===== config.mk =====
export PLATFORM = sky130hd
export DESIGN_NAME = systolic_skew_feeder_flat
export DESIGN_NICKNAME = d
export VERILOG_FILES = /design/src/rtl/systolic_skew_feeder_pkg.sv /design/src/rtl/systolic_skew_feeder_if.sv /design/src/rtl/systolic_skew_feeder_delay.sv /design/src/rtl/systolic_skew_feeder.sv /design/src/flat_wrapper.sv
export SDC_FILE = /design/constraint.sdc
export NUM_CORES = 1
export LEC_CHECK = 0
export ABC_AREA = 1
export BUFFER_PORTS_ARGS = -buffer_cell sky130_fd_sc_hd__buf_2
export CAP_MARGIN = 20
export CELL_PAD_IN_SITES_DETAIL_PLACEMENT = 2
export CELL_PAD_IN_SITES_GLOBAL_PLACEMENT = 2
export CORE_ASPECT_RATIO = 0.7
export CORE_MARGIN = 5
export CORE_UTILIZATION = 37
export CTS_CLUSTER_SIZE = 12
export DETAILED_ROUTE_END_ITERATION = 16
export HOLD_SLACK_MARGIN = 0.12
export PLACE_DENSITY = 0.9
export SLEW_MARGIN = 20
export SYNTH_ARGS = -nofsm -noshare
export SYNTH_HDL_FRONTEND = slang
export SYNTH_SLANG_ARGS = --single-unit

===== constraint.sdc =====
create_clock -name clk -period 14.7 [get_ports clk]
set_input_delay 0.735 -clock clk [delete_from_list [all_inputs] [get_ports clk]]
set_output_delay 0.735 -clock clk [all_outputs]
set_load 0.01 [all_outputs]

===== src/rtl/systolic_skew_feeder_pkg.sv =====
// Shared definitions for the systolic array feeder and the downstream collector.
package systolic_pkg;

  localparam int unsigned DefDataW = 8;
  localparam int unsigned DefN     = 4;
  localparam int unsigned DefK     = 4;

  typedef enum logic [2:0] {
    StIdle,
    StClear,
    StStream,
    StDrain,
    StDone
  } feeder_state_t;

endpackage


===== src/rtl/systolic_skew_feeder_if.sv =====
// Beat handshake plus array-edge drive bundle for the skew feeder.
interface systolic_skew_feeder_if
  import systolic_pkg::*;
#(
  parameter int unsigned DATA_W = DefDataW,
  parameter int unsigned N      = DefN
);

  logic                start;
  logic                in_valid;
  logic                in_ready;
  logic [N*DATA_W-1:0] in_a_vec;
  logic [N*DATA_W-1:0] in_b_vec;
  logic [N*DATA_W-1:0] array_a;
  logic [N*DATA_W-1:0] array_b;
  logic                array_clr;
  logic                busy;
  logic                done;

  modport master (
    output start, in_valid, in_a_vec, in_b_vec,
    input  in_ready, array_a, array_b, array_clr, busy, done
  );

  modport slave (
    input  start, in_valid, in_a_vec, in_b_vec,
    output in_ready, array_a, array_b, array_clr, busy, done
  );

endinterface


===== src/rtl/systolic_skew_feeder_delay.sv =====
// Fixed-depth register chain used to skew one operand lane.
module skew_delay_line #(
  parameter int unsigned WIDTH = 8,
  parameter int unsigned DEPTH = 1
) (
  input  logic             clk,
  input  logic             reset,
  input  logic [WIDTH-1:0] din,
  output logic [WIDTH-1:0] dout
);

  logic [WIDTH-1:0] stage_q [DEPTH];

  always_ff @(posedge clk or posedge reset) begin
    if (reset) begin
      for (int s = 0; s < DEPTH; s++) stage_q[s] <= '0;
    end else begin
      stage_q[0] <= din;
      for (int s = 1; s < DEPTH; s++) stage_q[s] <= stage_q[s-1];
    end
  end

  assign dout = stage_q[DEPTH-1];

endmodule


===== src/rtl/systolic_skew_feeder.sv =====
// Job sequencer and triangular operand skew for the west/north edges of an NxN PE array.
module systolic_skew_feeder
  import systolic_pkg::*;
#(
  parameter int unsigned DATA_W = DefDataW,
  parameter int unsigned N      = DefN,
  parameter int unsigned K      = DefK
) (
  input  logic                   clk,
  input  logic                   reset,
  systolic_skew_feeder_if.slave  bus
);

  localparam int unsigned BeatW  = $clog2(K + 1);
  localparam int unsigned DrainW = $clog2(2 * N);

  feeder_state_t     state_q, state_d;
  logic [BeatW-1:0]  beat_q, beat_d;
  logic [DrainW-1:0] drain_q, drain_d;
  logic              accept;

  assign accept = (state_q == StStream) && bus.in_valid;

  always_ff @(posedge clk or posedge reset) begin
    if (reset) begin
      state_q <= StIdle;
      beat_q  <= '0;
      drain_q <= '0;
    end else begin
      state_q <= state_d;
      beat_q  <= beat_d;
      drain_q <= drain_d;
    end
  end

  always_comb begin
    state_d = state_q;
    beat_d  = beat_q;
    drain_d = drain_q;
    unique case (state_q)
      StIdle:  if (bus.start) state_d = StClear;
      StClear: state_d = StStream;
      StStream: begin
        if (accept) begin
          if (beat_q == BeatW'(K - 1)) begin
            beat_d  = '0;
            state_d = StDrain;
          end else begin
            beat_d = beat_q + 1'b1;
          end
        end
      end
      // 2N-1 zero cycles flush the deepest lane through the far corner PE.
      StDrain: begin
        if (drain_q == DrainW'(2 * N - 2)) begin
          drain_d = '0;
          state_d = StDone;
        end else begin
          drain_d = drain_q + 1'b1;
        end
      end
      StDone:  state_d = StIdle;
      default: state_d = StIdle;
    endcase
  end

  assign bus.in_ready  = (state_q == StStream);
  assign bus.array_clr = (state_q == StClear);
  assign bus.busy      = (state_q != StIdle);
  assign bus.done      = (state_q == StDone);

  // Lane i is i+1 registers deep; non-accepted cycles shift in zeros.
  for (genvar i = 0; i < N; i++) begin : g_lane
    logic [DATA_W-1:0] a_in, b_in;
    assign a_in = accept ? bus.in_a_vec[i*DATA_W +: DATA_W] : '0;
    assign b_in = accept ? bus.in_b_vec[i*DATA_W +: DATA_W] : '0;

    skew_delay_line #(
      .WIDTH (DATA_W),
      .DEPTH (i + 1)
    ) u_skew_a (
      .clk   (clk),
      .reset (reset),
      .din   (a_in),
      .dout  (bus.array_a[i*DATA_W +: DATA_W])
    );

    skew_delay_line #(
      .WIDTH (DATA_W),
      .DEPTH (i + 1)
    ) u_skew_b (
      .clk   (clk),
      .reset (reset),
      .din   (b_in),
      .dout  (bus.array_b[i*DATA_W +: DATA_W])
    );
  end

endmodule


===== src/flat_wrapper.sv =====
// flat-port wrapper written by rule: the top's interface ports become plain ports
module systolic_skew_feeder_flat import systolic_pkg::*;
#(
  parameter int unsigned DATA_W = DefDataW,
  parameter int unsigned N      = DefN,
  parameter int unsigned K      = DefK
)
  (clk, reset, bus_start, bus_in_valid, bus_in_a_vec, bus_in_b_vec, bus_in_ready, bus_array_a, bus_array_b, bus_array_clr, bus_busy, bus_done);
  systolic_skew_feeder_if #(.DATA_W(DATA_W), .N(N)) bus_i ();
  input  logic clk;
  input  logic reset;
  input wire logic [$bits(bus_i.start)-1:0] bus_start;
  input wire logic [$bits(bus_i.in_valid)-1:0] bus_in_valid;
  input wire logic [$bits(bus_i.in_a_vec)-1:0] bus_in_a_vec;
  input wire logic [$bits(bus_i.in_b_vec)-1:0] bus_in_b_vec;
  output wire logic [$bits(bus_i.in_ready)-1:0] bus_in_ready;
  output wire logic [$bits(bus_i.array_a)-1:0] bus_array_a;
  output wire logic [$bits(bus_i.array_b)-1:0] bus_array_b;
  output wire logic [$bits(bus_i.array_clr)-1:0] bus_array_clr;
  output wire logic [$bits(bus_i.busy)-1:0] bus_busy;
  output wire logic [$bits(bus_i.done)-1:0] bus_done;
  assign bus_i.start = bus_start;
  assign bus_i.in_valid = bus_in_valid;
  assign bus_i.in_a_vec = bus_in_a_vec;
  assign bus_i.in_b_vec = bus_in_b_vec;
  assign bus_in_ready = bus_i.in_ready;
  assign bus_array_a = bus_i.array_a;
  assign bus_array_b = bus_i.array_b;
  assign bus_array_clr = bus_i.array_clr;
  assign bus_busy = bus_i.busy;
  assign bus_done = bus_i.done;
  systolic_skew_feeder #(.DATA_W(DATA_W), .N(N), .K(K)) u_core (.clk(clk), .reset(reset), .bus(bus_i));
endmodule

* Word-level counts from Yosys, hierarchy flattened
Index checks and enable logic that the tools add are counted.
Cells by class: add/sub/neg operators 2, eq/ne operators 10, muxes and demuxes 15, reduce and logical (&&, ||, !) cells 5
Operators by type and width (number):
- 2-to-1 mux 8 bit | 8
- 2-to-1 mux 3 bit | 6
- one-hot mux 3 bit (4 select lines) | 1
- equality test 3 x 2 -> 1 bit (second input constant) | 3
- adder 3 x 1 -> 3 bit (second input constant) | 2
- equality test 3 bit (second input constant) | 2
- inequality test 2 x 1 -> 1 bit (second input constant) | 3
- AND reduction 4 bit | 1
- equality test 3 x 1 -> 1 bit (second input constant) | 1
- logical NOT 3 bit | 1
- nonzero test 3 bit | 1
- inequality test 2 bit (second input constant) | 1
- AND reduction 2 bit | 1
- logical AND 1 bit | 1
Storage, ports and cells: word-level logic and storage cells 55, register bits 169

* Depth between registers and ports, before layout
word-level depth 4, depth in mapped cells 7, gate-level depth less buffers 7

* Cells and area by module
A second synthesis with hierarchy kept.
Second synthesis, totals: cell total of the unflattened synthesis 410, area, all modules 5466.5 sq um
Modules (own cells, without submodules):
- skew_delay_line at u_core.g_lane[3].u_skew_a ... | area each 864.6 sq um, instances 2, seq. area each 800.8 sq um, cells each 41
- skew_delay_line at u_core.g_lane[2].u_skew_a ... | area each 664.4 sq um, instances 2, seq. area each 600.6 sq um, cells each 33
- systolic_skew_feeder | area each 1072.3 sq um, instances 1, seq. area each 225.2 sq um, cells each 194
- skew_delay_line at u_core.g_lane[1].u_skew_a ... | area each 464.2 sq um, instances 2, seq. area each 400.4 sq um, cells each 25
- skew_delay_line at u_core.g_lane[0].u_skew_a ... | area each 203.9 sq um, instances 2, seq. area each 200.2 sq um, cells each 9

* Least setup slack after synthesis
OpenSTA, ideal clock, no wires.
path kind register -> output, start point register u_core.state_q[2], end point output port bus_done, setup slack 13.224 ns, data required time 13.965 ns, arrival time 0.741 ns, stages on the path, launching flop included 3, cell sequence dfrtp_1 > inv_1 > nor3_1
On the way: longest elaborated chain between the ends 1
Ends and longest elaborated chain:
- start: declaration | RTL line systolic_skew_feeder.sv:17 | feeder_state_t state_q, state_d;
- start signal: assignment | RTL line systolic_skew_feeder.sv:26 | state_q <= StIdle;
- start signal: assignment | RTL line systolic_skew_feeder.sv:30 | state_q <= state_d;
- equality test 3 bit | RTL line systolic_skew_feeder.sv:70 | assign bus.done = (state_q == StDone);
- end: declaration | RTL line flat_wrapper.sv:21 | output wire logic [$bits(bus_i.done)-1:0] bus_done;
No other way between the ends.

* Final worst setup path
start point register u_core.state_q[1], end point output port bus_array_clr
On the way: longest elaborated chain between the ends 1
Ends and longest elaborated chain:
- equality test 3 x 1 -> 1 bit | RTL line systolic_skew_feeder.sv:68 | assign bus.array_clr = (state_q == StClear);
- end: declaration | RTL line flat_wrapper.sv:19 | output wire logic [$bits(bus_i.array_clr)-1:0] bus_array_clr;
No other way between the ends.

==> flow_summary.toml <==
[floorplan]
fp.dieW_um = 155
initial_core_util_pct = 37.4
io_pins = 136
die_area_sq_um = 17300
fp-row-count = 37
dieHeight_um = 112
coreArea_sq_um = 14600

[sta]
timing.fmax_ghz = 0.463
setup_tns_ns = 0
fin_skew_ns = 0.00965
maxSlewViolCount = 0
hold_viol = 0
period_share_pct = 14.7
fin_crit_ns = 2.16
slew_headroom_pct = 36.6
rsz0062_at_grt = "false"
final-setup-viol-count = 0
tightest_slew_ns = 0.951

[routing]
vias = 2943
drc = 0
ant_nets = 0
via_per_inst = 4.14
drt_iter0_drc = 96
drt-total-wl_um = 11800
drt_pass1_iterations = 4
wl_per_cell_um = 16.6

[clocking]
postCtsSetupBuffers = 0
cts_hold_buf = 0
clock-sinks = 169
ctsResizeCount = 0
cts-htree-levels = 4
clock_latency_ns = 0.43
cts_tree = "yes"
cts_buffer_depth = 2
path_clk_slew_ns = 0.06
cts_root_buffer = "clkbuf_16"
cts_buffers = 17

[grt]
grt_overflow = 0
grt_pass1_vias = 3529
grt_use_met3_pct = 4.86
grt_util_met1_pct = 16.6
grtUsageTotal_pct = 14.7
grt_pass1_wl_um = 19300
grt_max_degree = 90
antenna_found_initial = 0
gr-usage-met2_pct = 25.7
grt-busiest-layer = "met2"

[critical_path]
r2r-end = "u_core.beat_q[0]"
path_buf_inv = 3
crit_type = "register to primary output"
required_ns = 13.97
cp_cell_sequence = "inv_1, nand3_1, inv_1, buf_2"
cp.arrival_ns = 1.42
end_kind = "primary output"
critical_path.most_common_cell = "inv_1"
startpoint = "u_core.state_q[1]"
reg2regPathDepth = 5
timing.rr.start = "u_core.state_q[0]"
reg2reg_slack_ns = 12.89
critPathMaxStageDelay_ns = 0.47
cp_slowest_cell = "dfrtp_1"
endpoint = "bus_array_clr"
start_kind = "register"
critPathTopFamily = "flip-flops"
crit_fanout = 7
path_depth = 4

[yosys]
synth_compound_area_share_pct = 0.712
syn_nets = 472
synthTopCellsByArea = "dfrtp_1, buf_4, inv_1"
yosys.area_share.simple_pct = 8.56
synthAdderAreaFrac_pct = 0.230
synthXorXnorAreaFrac_pct = 0
synthDistinctLibCells = 18
syn_area_per_cell_sq_um = 13.5
synthMuxAreaShare_pct = 0
synth_top_cell_by_area = "dfrtp_1"
synth_seq_cells = 169
seq_area_frac_synth_pct = 77.6
yosys_warnings = 0
syn_area_sq_um = 5450
synth_top_family_by_area = "buffers and inverters"
synth_top_area_share_pct = 77.6
syn_inst = 403

[pwr]
cellLeakagePower_nw = 3.88
power_density_nw_per_um2 = 179
peakVddDrop_mv = 0.139

[finish]
area_growth_pct = 20.7
drive_gt1_share_pct = 35.1
diodes = 0
fillers = 1437
finalNetCount = 572
layoutNonFillerInstCount = 711

[worst_hold_path]
hold_class = "register to register"

[place]
dp_hpwl_um = 8290
gp_congestion = 0.728
portBuffers = 135
dp.cells = 679

[run_status]
status = "finished clean"

[flow_run]
cap_violations = 0
## cells in the mapped netlist
cell and number:
buf_8 1, a21o_1 1, inv_1 74, nor3_1 1, nor2_4 11, buf_4 48, buf_6 3, dfrtp_1 169
a21oi_1 4, a31oi_1 1, nor2_1 60, buf_2 3, nand3_1 7, o21ai_0 1, nand2_1 14, nand2_2 2
ha_1 1, nand4_1 2
## final cells by class
| type | count | area, sq um | share of cell area [%] |
|---|---|---|---|
| flip-flops and latches | 169 | 4230 | 64.3 |
| repair buffers | 136 | 687 | 10.4 |
| inverters | 74 | 283 | 4.30 |
| clock buffers | 19 | 443 | 6.73 |
| well taps | 195 | 244 | 3.71 |
| clock inverters | 13 | 169 | 2.57 |
| multi-input cells | 105 | 523 | 7.95 |
## layer usage
layer / vias to the layer above / share of wire, %
met2: 102 / 53
li1: 1317 / -
met1: 1506 / 39
met4: 0 / 1.9
met3: 18 / 6.6
met5: - / 0
## worst register-to-register path, cell delays in order, from the launching register on
cell	delay [ns]
dfrtp_1	0.45
inv_1	0.10
nand2_2	0.06
nor2_4	0.18
nand2_4	0.50
o21ai_0	0.41
## cells by family after synthesis
group	after synthesis
AND/OR/NAND/NOR	97
flip-flops	169
adder cells (fa/ha/maj)	1
buffers and inverters	129
AO/OA/AOI/OAI	7
## worst min-delay path by stage
| stage | startpoint | endpoint | slack, ns | depth (start not counted) |
|---|---|---|---|---|
| after detailed placement | u_core.g_lane[3].u_skew_a.stage_q[15] | u_core.g_lane[3].u_skew_a.dout[7] | 0.34 | 0 |
| after global routing | u_core.g_lane[3].u_skew_b.stage_q[19] | u_core.g_lane[3].u_skew_b.stage_q[11] | 0.36 | 0 |
| after CTS | u_core.g_lane[3].u_skew_a.stage_q[15] | u_core.g_lane[3].u_skew_a.dout[7] | 0.35 | 0 |
| after floorplan | u_core.g_lane[1].u_skew_a.stage_q[8] | u_core.g_lane[1].u_skew_a.dout[0] | 0.33 | 0 |
| final | u_core.g_lane[3].u_skew_a.stage_q[15] | u_core.g_lane[3].u_skew_a.dout[7] | 0.35 | 0 |
| after global placement | u_core.g_lane[1].u_skew_a.stage_q[13] | u_core.g_lane[1].u_skew_a.dout[5] | 0.33 | 0 |
## through the flow
step                setup WS [ns]  util [%]  power (mW)  hold slack [ns]  cell area, sq um
floorplan                    9.39         -       0.681            0.331              5450
global placement            12.28      40.9       0.707            0.331              5960
detailed placement          12.17      40.9       0.733            0.336              5960
CTS                         12.49      45.1        1.20            0.350              6570
global route                12.43      45.1        1.24            0.357              6580
finish                      12.54      45.1        1.18            0.347              6580
## cells in the final DEF, fill, tap and decap left out, types with 2 or more instances in the layout
cell | netlist | routed
clkbuf_16 | 0 | 17
a21oi_1 | 4 | 4
inv_1 | 74 | 73
nand4_1 | 2 | 2
dfrtp_1 | 169 | 169
bufinv_16 | 0 | 3
nor2_4 | 11 | 11
clkinv_4 | 0 | 3
clkinvlp_4 | 0 | 4
nand3_1 | 7 | 7
nor2_1 | 60 | 60
inv_6 | 0 | 3
nand2_1 | 14 | 14
buf_2 | 3 | 135
## state kept, by name (all words and copies together), names as in the netlist
signal / count
u_core.g_lane.u_skew_a.stage_q: 48
u_core.g_lane.u_skew_b.stage_q: 48
u_core.g_lane.u_skew_a.dout: 32
u_core.g_lane.u_skew_b.dout: 32
u_core.beat_q: 3
u_core.drain_q: 3
u_core.state_q: 3
## where the power goes
| part | total [mW] | switching [mW] | internal (mW) |
|---|---|---|---|
| logic | 0.155 | 0.103 | 0.0514 |
| clock network | 0.456 | 0.183 | 0.273 |
| registers | 0.566 | 0.0326 | 0.533 |
Note: power is estimated with default switching activity, not from simulation.
